<file path="config.mk">
export PLATFORM = sky130hd
export DESIGN_NAME = uart_send_fifo
export DESIGN_NICKNAME = d
export VERILOG_FILES = /design/src/rtl/uart_send_fifo.sv
export SDC_FILE = /design/constraint.sdc
export NUM_CORES = 1
export LEC_CHECK = 0
export BUFFER_PORTS_ARGS = -buffer_cell sky130_fd_sc_hd__buf_2
export CORE_MARGIN = 10
export CORE_UTILIZATION = 45
export CTS_CLUSTER_DIAMETER = 60
export DETAILED_ROUTE_END_ITERATION = 16
export RECOVER_POWER = 100
export SLEW_MARGIN = 20
export SYNTH_ARGS = -nofsm -noshare
export SYNTH_HDL_FRONTEND = slang
export SYNTH_SLANG_ARGS = --single-unit
</file>
<file path="constraint.sdc">
create_clock -name clk -period 3.77 [get_ports clk]
set_clock_uncertainty 0.1 [all_clocks]
set_input_delay 0.754 -clock clk [delete_from_list [all_inputs] [get_ports clk]]
set_output_delay 0.754 -clock clk [all_outputs]
set_load 0.05 [all_outputs]
</file>
<file path="src/rtl/uart_send_fifo.sv">
// Buffered 8N1 UART transmitter.
// Bytes arrive on a single-cycle strobe, queue in a small FIFO and are
// serialised LSB first on uart_tx. Queued frames are sent back to back,
// with no idle gap between a stop bit and the next start bit.
module uart_send_fifo #(
  parameter int CLK_FREQ   = 100_000_000,
  parameter int BAUD       = 9600,
  parameter int BIT_CYCLES = CLK_FREQ / BAUD,
  parameter int DEPTH      = 16
) (
  input  logic       clk,
  input  logic       rst,
  input  logic       valid,
  input  logic [7:0] data,
  output logic       full,
  output logic       overflow,
  output logic       busy,
  output logic       uart_tx
);

  localparam int AW = (DEPTH > 1) ? $clog2(DEPTH) : 1;
  localparam int CW = (BIT_CYCLES > 1) ? $clog2(BIT_CYCLES) : 1;

  localparam logic [1:0] S_IDLE  = 2'd0;
  localparam logic [1:0] S_START = 2'd1;
  localparam logic [1:0] S_DATA  = 2'd2;
  localparam logic [1:0] S_STOP  = 2'd3;

  localparam logic [AW:0]   FULL_CNT = DEPTH[AW:0];
  localparam logic [AW:0]   CNT_ONE  = 1;
  localparam logic [AW-1:0] PTR_ONE  = 1;
  localparam logic [CW-1:0] CYC_ONE  = 1;
  localparam logic [CW-1:0] LAST_CYC = CW'(BIT_CYCLES - 1);

  logic [1:0]    state;
  logic [AW:0]   count;
  logic [AW-1:0] wr_ptr;
  logic [AW-1:0] rd_ptr;
  logic [7:0]    mem [DEPTH];
  logic [7:0]    shift;
  logic [CW-1:0] cyc;
  logic [2:0]    bit_idx;
  logic          bit_end;
  logic          wr_en;
  logic          pop;
  logic          tx_next;

  // full is decoded from the registered count, so a pop in the same cycle
  // cannot make room for a write that arrives while full.
  assign full    = (count == FULL_CNT);
  assign wr_en   = valid && !full;
  assign bit_end = (cyc == LAST_CYC);
  // Pop from IDLE, or at the very end of a stop bit to chain the next frame.
  assign pop     = (count != '0) &&
                   ((state == S_IDLE) || ((state == S_STOP) && bit_end));
  assign busy    = (state != S_IDLE) || (count != '0);

  // FIFO storage; contents are don't-care until written, so no reset.
  always_ff @(posedge clk) begin
    if (wr_en) mem[wr_ptr] <= data;
  end

  // FIFO pointers and occupancy; pointers wrap naturally at power-of-two depth.
  always_ff @(posedge clk or negedge rst) begin
    if (!rst) begin
      wr_ptr <= '0;
      rd_ptr <= '0;
      count  <= '0;
    end else begin
      if (wr_en) wr_ptr <= wr_ptr + PTR_ONE;
      if (pop)   rd_ptr <= rd_ptr + PTR_ONE;
      case ({wr_en, pop})
        2'b10:   count <= count + CNT_ONE;
        2'b01:   count <= count - CNT_ONE;
        default: count <= count;
      endcase
    end
  end

  // Frame sequencer: bit timing counter and data bit index.
  always_ff @(posedge clk or negedge rst) begin
    if (!rst) begin
      state   <= S_IDLE;
      cyc     <= '0;
      bit_idx <= '0;
    end else begin
      case (state)
        S_IDLE: begin
          if (pop) begin
            state <= S_START;
            cyc   <= '0;
          end
        end
        S_START: begin
          if (bit_end) begin
            state   <= S_DATA;
            cyc     <= '0;
            bit_idx <= '0;
          end else begin
            cyc <= cyc + CYC_ONE;
          end
        end
        S_DATA: begin
          if (bit_end) begin
            cyc <= '0;
            if (bit_idx == 3'd7) state   <= S_STOP;
            else                 bit_idx <= bit_idx + 3'd1;
          end else begin
            cyc <= cyc + CYC_ONE;
          end
        end
        default: begin
          if (bit_end) begin
            cyc   <= '0;
            state <= pop ? S_START : S_IDLE;
          end else begin
            cyc <= cyc + CYC_ONE;
          end
        end
      endcase
    end
  end

  // Shift register: load on pop, move to the next data bit at each bit end.
  always_ff @(posedge clk) begin
    if (pop)                             shift <= mem[rd_ptr];
    else if ((state == S_DATA) && bit_end) shift <= {1'b0, shift[7:1]};
  end

  // Line level implied by the current state.
  always_comb begin
    tx_next = 1'b1;
    case (state)
      S_START: tx_next = 1'b0;
      S_DATA:  tx_next = shift[0];
      default: tx_next = 1'b1;
    endcase
  end

  // Registered TX pin; reset forces the line idle immediately.
  always_ff @(posedge clk or negedge rst) begin
    if (!rst) uart_tx <= 1'b1;
    else      uart_tx <= tx_next;
  end

  // One pulse per rejected write.
  always_ff @(posedge clk or negedge rst) begin
    if (!rst) overflow <= 1'b0;
    else      overflow <= valid && full;
  end

endmodule
</file>
* Word-level counts from Yosys, hierarchy flattened
Memories as Yosys holds them, arrays and structs flattened. Index checks and enable logic that the tools add are counted.
Cells by class: $add $sub $neg 6, equal/unequal tests 13, mux-type cells 20, reduce and logical (&&, ||, !) cells 17
Operators by type and width (number):
- $mux W14 | 3
- $mux W8 | 2
- $add A14 B1 Y14 const B | 1
- $eq A14 B14 Y1 const B | 1
- $mux W2 | 5
- $ne A2 B2 Y1 const B | 5
- $pmux W5 S2 | 1
- $reduce_bool A2 Y1 | 5
- $mux W3 | 3
- $add A4 B1 Y4 const B | 2
- $eq A2 B2 Y1 const B | 3
- $pmux W2 S3 | 1
- $pmux W3 S2 | 1
- $add A5 B1 Y5 const B | 1
- $eq A5 B5 Y1 const B | 1
- $logic_and A1 B1 Y1 | 5
- $reduce_and A5 Y1 | 1
- $reduce_bool A5 Y1 | 1
- $sub A5 B1 Y5 const B | 1
- $eq A2 B1 Y1 const B | 2
- $reduce_and A4 Y1 | 1
- $add A3 B1 Y3 const B | 1
- $eq A3 B3 Y1 const B | 1
- $mux W1 | 3
- 4 further kinds | 5
Storage, ports and cells: register bits 42, memory bits (writable) 128, output and inout port bits 4, memories kept 1
Memory list:
- mem | depth 16, width 8, rd ports 1, clocked after memory_dff 0, wr ports 1, line 39 | logic [7:0] mem [DEPTH];

* Longest topological paths before layout
Gate-level depths: netlist (run 1).
depth in word-level cells 7, mapped depth 15, depth with buffers taken out 12

* Worst setup path before layout (run 1)
No wires, ideal clock.
kind reg-to-reg, start point register cyc[0], end point register count[4], arrival time 2.862 ns, data required time 3.590 ns, slack 0.728 ns, cell stages (with the launch flop) 15, buffers on the path 3, period minus slack after synthesis 3.042 ns, cell sequence dfrtp_1 ha_1 and3_1 clkbuf_1 nand4_1 o22ai_1 buf_2 ha_1 clkbuf_1 xor2_1 ha_1 a31oi_1 or2_2 a21oi_1 xnor2_1
Between the ends: word-level cells in the longest chain between the ends 6
Ends and longest elaborated chain:
- start: declaration | line 41 | logic [CW-1:0] cyc;
- start signal: assignment | line 100 | cyc <= cyc + CYC_ONE;
- start signal: assignment | line 109 | cyc <= cyc + CYC_ONE;
- start signal: assignment | line 117 | cyc <= cyc + CYC_ONE;
- $eq A14 B14 Y1 * | line 52 | assign bit_end = (cyc == LAST_CYC);
- $logic_and A1 B1 Y1 * | line 55 | ((state == S_IDLE) || ((state == S_STOP) && bit_end));
- $logic_or A1 B1 Y1 * | line 55
- $logic_and A1 B1 Y1 * | line 54 | assign pop = (count != '0) &&
- via pop | line 45 | logic pop;
- $eq A2 B1 Y1 or $eq A2 B2 Y1 (tied branches) | line 72 | case ({wr_en, pop})
- $pmux W5 S2 or $reduce_bool A2 Y1 (tied branches)
- end signal: assignment | line 73 | 2'b10: count <= count + CNT_ONE;
- end signal: assignment | line 74 | 2'b01: count <= count - CNT_ONE;
- end signal: assignment | line 75 | default: count <= count;
- end: declaration | line 36 | logic [AW:0] count;
Mark *: on every way through the listed nets, which the timed path passes. The rest lies on a longest branch. A chain may end at the register's enable or synchronous reset.

* Final worst setup path (run 1)
start point register cyc[8], end point register count[3]
Between the ends: word-level cells in the longest chain between the ends 6
Ends and longest elaborated chain (line):
- $eq A14 B14 Y1 * | 52
- $logic_and A1 B1 Y1 * | 55
- $logic_or A1 B1 Y1 * | 55
- $logic_and A1 B1 Y1 * | 54
- $eq A2 B1 Y1 or $eq A2 B2 Y1 (tied branches) | 72
- $pmux W5 S2 or $reduce_bool A2 Y1 (tied branches)
Mark *: on every way between the ends. The rest lies on a longest branch, timed or not.

==> impl_metrics.tcl, run 1 <==
set metrics [dict create \
    status "finished, violations left" \
    violations "max-capacitance violations, max-slew violations" \
    finalSetupTns_ns 0 \
    syn_nets 512 \
    antenna_found_initial 1 \
    synth-compound-area-share 0.07899 \
    core_area_mm2 0.01594 \
    ir_worst_vdd_mv 0.3492 \
    route.vias.total 4127 \
    port_buffers 14 \
    postCtsSetupBuffers 0 \
    p_total_mw 4.468 \
    ys_seq_elements 170 \
    async_flop_share 0.2000 \
    r2r_start "cyc[8]" \
    synth_area_per_cell_um2 15.19 \
    place.gp.congestion 0.7758 \
    endpoint_kind "flip-flop" \
    fin_nets 530 \
    yosys_warnings 0 \
    vias_per_cell 5.638 \
    wire_per_inst_um 20.08 \
    fin_util 0.5122 \
    dp_slack_ns 0.7944 \
    final_cell_mix "136 x edfxtp_1, 32 x dfrtp_1, 27 x nor2_1, 27 x nand2_1, 23 x mux2_2" \
    ff2ff_setup_slack_ns 0.50 \
    synth_fa_ha_area_frac 0.02894 \
    dieWidth_um 147.8 \
    cp_common_cell "o21ai_0" \
    htreeDepth 4 \
    cp_slowest_cell "clkbuf_1" \
    grt_pass1_wl_mm 23.75 \
    crit_path_cell_trace "nor4_1 -> nand4_1 -> o22ai_1 -> clkbuf_1 -> ha_1 -> nand2_1 -> o21ai_0 -> a221oi_1 -> xor2_1 -> o21ai_0" \
    crit_family "simple AND/OR/NAND/NOR gates" \
    drtIter0Drc 330 \
    final_common_cell "edfxtp_1" \
    cts_hold_buf 0 \
    cts_buffers 17 \
    synth_top_cell_area_share 0.5557 \
    initial_core_util 0.4610 \
    instances_no_fill 732 \
    synth_top_family_by_area "multiplexers" \
    hold_depth 2 \
    syn2layout_area_growth_pct 11.12 \
    insertion_delay_ns 0.43 \
    final_max_slew_viol_count 48 \
    yosysTopAreaCell "edfxtp_1" \
    ys.flop_type "edfxtp_1" \
    maxCapViolations 2 \
    clk_pin_slew_worst_paths_ns 0.07 \
    first_pass_iters 5 \
    worstHoldStart "shift[0]" \
    muxShareOfSynthArea 0.1074 \
    pin_count 15 \
    grt_max_degree 35 \
    cp_max_fo 21 \
    synth_edf_count 136 \
    root_buffer "clkbuf_16" \
    postRouteAntennaNets 0 \
    yosys.area_share.simple 0.07678 \
    grtUsageTotal 0.1418 \
    grt_pass1_vias 4185 \
    required_ns 4.01 \
    drc 0 \
    min_period_ns 3.271 \
    max_freq_ghz 0.3057 \
    ctsResizeCount 0 \
    dieArea_mm2 0.02184 \
    min_delay_worst_endpoint "uart_tx" \
    synth_seq_area_share 0.6716 \
    slowest_delay_ns 0.71 \
    die_h_um 147.8 \
    worst-path-buf-inv 1 \
    worst_slew_pin_slew_ns 1.886 \
    power_density_mw_per_mm2 547.1 \
    cp-start-kind "flip-flop" \
    crit_arrival_ns 3.51 \
    cts_sinks 170 \
    crit_type "flip-flop to flip-flop" \
    fp-row-count 46 \
    ys_types 50 \
    grt_overflow_total 0 \
    r2r_cells 10 \
    grt_setup_unrepaired "no" \
    timing.rr.end "count[3]" \
    dp.cells 699 \
    hp-class "flip-flop to flip-flop" \
    setup_viol 0 \
    clock_path_buffers 2 \
    synthTopCellsByArea "edfxtp_1 56%, dfrtp_1 11%, mux4_2 5.8%, mux2_2 3.5%, ha_1 2.9%" \
    fin_crit_sh 0.8677 \
    syn_area_mm2 0.007350 \
    syn_inst 484 \
    dp.final_hpwl_mm 9.342 \
    cts_tree "yes" \
    wl_mm 14.70 \
    drive_above_1_share 0.1689 \
    relSlewSlack -0.2736 \
    postLayoutSetupSlackWorst_ns 0.4986 \
    synth-xor-area-share 0.01549 \
    hold_viol 0 \
    leakage_nw 2.766 \
]
-- cell type report --
type	count	area, um^2
fill	1347	7776
inverter	9	33.78
sequential	170	4937
timing repair buffer	26	113.9
antenna	1	2.502
clock buffer	17	425.4
clock inverter	15	156.4
tap	216	270.3
multi-input combinational	278	2227
-- registers in the layout, indices dropped and copies added (netlist names), 2 cells and up --
register and cells:
state 2, bit_idx 3, shift 8, cyc 14
count 5, wr_ptr 4, rd_ptr 4, mem 128
-- per-stage QoR --
stage	hold slack, ns	area, um^2
finish	0.4010	8167
global route	0.4500	8167
CTS	0.3253	8250
detailed placement	0.3976	7669
global placement	0.3703	7669
floorplan	0.3292	7350
-- layer usage --
layer	vias to the layer above	GRT usage	part of all wire
met2	107	0.2205	0.47
met5	-	0	0
met4	0	0.05401	0.019
met3	20	0.03205	0.052
met1	2094	0.1900	0.46
li1	1906	-	-
-- logic make-up after synthesis --
logic type / after synthesis
XOR/XNOR: 13
flip-flops: 170
adder cells (fa/ha/maj): 17
multiplexers: 52
buffers and inverters: 36
AO/OA/AOI/OAI: 89
AND/OR/NAND/NOR: 107
-- worst register-to-register path, cell delays in order, from the launching register on --
cell and delay (ns):
dfrtp_1 0.46, nor4_1 0.42, nand4_1 0.29, o22ai_1 0.25, clkbuf_1 0.71, ha_1 0.38, nand2_1 0.06, o21ai_0 0.08
a221oi_1 0.11, xor2_1 0.16, o21ai_0 0.16
-- Yosys cell counts, types with 2 or more instances --
cell type    n
a22o_1       6
edfxtp_1   136
nor2_1      27
and3_1       3
mux4_2      19
ha_1        17
nand2b_1     7
xnor2_1      7
mux2_2      23
a211oi_1     8
o22ai_1      8
o21ai_0     21
xor2_1       6
buf_2       14
or2_2        2
nor2b_1      8
o31ai_1      3
dfrtp_1     33
nor4_1       2
or4_4        2
a31oi_1      8
a2111oi_0    6
mux2i_1      8
nand2_1     27
clkbuf_1    12
a21oi_1     20
a21o_1       3
mux2_1       2
nand3_1      5
inv_1        8
nor3_1       9
nand4_1      4
and2_1       3
-- power breakdown --
part	internal, mW	switching (mW)
logic	0.151	0.279
clock network	0.937	0.770
registers	2.22	0.111
-- worst max path at each step --
stage,slack [ns],endpoint,depth (start not counted),from
after floorplan,0.73,count[4],14,cyc[0]
after global placement,0.88,count[4],11,count[1]
after detailed placement,0.79,count[4],11,count[1]
after CTS,0.62,busy,4,count[1]
after global routing,0.26,count[3],11,cyc[0]
final,0.50,count[3],10,cyc[8]
No activity file was read; power rests on OpenSTA's default activity.
==> inputs of run 2 (changes only) <==
--- a/config.mk
+++ b/config.mk
@@ -6,11 +6,13 @@
 export NUM_CORES = 1
 export LEC_CHECK = 0
 export BUFFER_PORTS_ARGS = -buffer_cell sky130_fd_sc_hd__buf_2
+export CAP_MARGIN = 20
 export CORE_MARGIN = 10
 export CORE_UTILIZATION = 45
 export CTS_CLUSTER_DIAMETER = 60
 export DETAILED_ROUTE_END_ITERATION = 16
 export RECOVER_POWER = 100
+export REMOVE_ABC_BUFFERS = 1
 export SLEW_MARGIN = 20
 export SYNTH_ARGS = -nofsm -noshare
 export SYNTH_HDL_FRONTEND = slang
==> run 2 against run 1 <==
The run still ends with max-capacitance violations, max-slew violations left. Non-clock buffer count decreased by 3. Total power down 4.1%. Die area stayed put. Critical endpoint is now busy.
==> impl_metrics.tcl, run 2 (synthesis results as in run 1) <==
set metrics [dict create \
    port_buffers 14 \
    fin_nets 527 \
    setup_viol 0 \
    status "finished, violations left" \
    core_area_mm2 0.01594 \
    grt_max_degree 35 \
    fin_util 0.5082 \
    drc 0 \
    worst_slew_pin_slew_ns 1.986 \
    hold_depth 2 \
    drive_above_1_share 0.1594 \
    grt_overflow_total 0 \
    endpoint_kind "output pin" \
    min_period_ns 3.320 \
    largest_reg_flops 128 \
    worst-path-stages 6 \
    crit_arrival_ns 2.47 \
    power_density_mw_per_mm2 529.0 \
    max_freq_ghz 0.3012 \
    cts_tree "yes" \
    wl_mm 14.57 \
    place.gp.congestion 0.8280 \
    maxCapViolations 1 \
    die_h_um 147.8 \
    first_pass_iters 4 \
    relSlewSlack -0.3243 \
    root_buffer "clkbuf_16" \
    ff2ff_setup_slack_ns 0.62 \
    postCtsSetupBuffers 0 \
    ctsResizeCount 0 \
    fin_crit_sh 0.8806 \
    grtUsageTotal 0.1393 \
    grt_setup_unrepaired "no" \
    initial_core_util 0.4610 \
    dieWidth_um 147.8 \
    cts_hold_buf 0 \
    cp_slowest_cell "nor3_2" \
    drtIter0Drc 295 \
    final_max_slew_viol_count 35 \
    hold_viol 0 \
    crit_path_cell_trace "inv_1 -> ha_1 -> inv_1 -> nor3_2 -> inv_2 -> buf_2" \
    cts_sinks 170 \
    leakage_nw 2.746 \
    clk_pin_slew_worst_paths_ns 0.07 \
    worst-path-buf-inv 4 \
    postRouteAntennaNets 0 \
    cp-start-kind "flip-flop" \
    reg_top3 "mem x128, cyc x14, shift x8" \
    hp-class "flip-flop to flip-flop" \
    cp_common_cell "inv_1" \
    dp.final_hpwl_mm 9.254 \
    cp_max_fo 9 \
    finalSetupTns_ns 0 \
    num_antenna_cells 0 \
    violations "max-capacitance violations, max-slew violations" \
    r2r_cells 10 \
    cts_buffers 17 \
    vias_per_cell 5.594 \
    fp-row-count 46 \
    htreeDepth 4 \
    dieArea_mm2 0.02184 \
    ir_worst_vdd_mv 0.3360 \
    grt_pass1_vias 4121 \
    final_common_cell "edfxtp_1" \
    wire_per_inst_um 20.13 \
    filler_cell_count 1369 \
    syn2layout_area_growth_pct 10.23 \
    route.vias.total 4050 \
    final_cell_mix "136 x edfxtp_1, 32 x dfrtp_1, 27 x nor2_1, 27 x nand2_1, 23 x mux2_2" \
    required_ns 2.92 \
    antenna_found_initial 0 \
    pin_count 15 \
    grt_pass1_wl_mm 23.45 \
    crit_type "flip-flop to output pin" \
    crit_family "buffers and inverters" \
    top_register "mem" \
    slowest_delay_ns 0.55 \
    insertion_delay_ns 0.42 \
    clock_path_buffers 2 \
]
[run 2: routing by layer]
layer	GRT usage	vias up	wire length [um]
met3	0.03327	16	577
met5	0	-	0
met4	0.04311	0	177
li1	-	1898	-
met1	0.1842	2068	6724
met2	0.2225	68	7095
[run 2: layout make-up]
cell class              count  area [um^2]  area share
clock buffers              18        429.2     0.05297
flip-flops and latches    170         4937      0.6094
clock inverters            10        76.32    0.009421
well taps                 216        270.3     0.03336
repair buffers             23        108.9     0.01344
multi-input cells         278         2246      0.2772
inverters                   9        33.78    0.004170
[run 2: power by group]
part,switching (mW),total (mW),internal (mW),leakage [nW]
Clock,0.704,1.53,0.831,0.237
Sequential,0.110,2.33,2.22,1.66
Combinational,0.272,0.421,0.149,0.850
[run 2: final timing paths]
check / endpoint / startpoint
setup / recovery: busy / state[0]
min in group asynchronous: cyc[7] / rst
hold reg to reg: uart_tx / shift[0]
max in group asynchronous: rd_ptr[2] / rst
setup reg to reg: count[3] / count[1]
hold / removal: uart_tx / shift[0]
[run 2: tightest hold or removal path, cell delays in order (launching register included)]
cell      delay (ns)
edfxtp_1        0.32
nand2_1         0.04
o21ai_0         0.09
[run 2: metrics by stage]
step | setup WS, ns | cells | area, um^2 | total power [mW] | hold WS, ns
4_1_cts | 0.6284 | 724 | 8164 | 4.334 | 0.3502
5_1_grt | 0.2188 | 724 | 8102 | 4.466 | 0.4447
3_3_place_gp | 0.8945 | 696 | 7659 | 2.784 | 0.3942
2_1_floorplan | 0.2841 | 457 | 7231 | 2.635 | 0.3292
3_5_place_dp | 0.7952 | 696 | 7659 | 2.811 | 0.3958
6_report | 0.4501 | 724 | 8102 | 4.286 | 0.4064
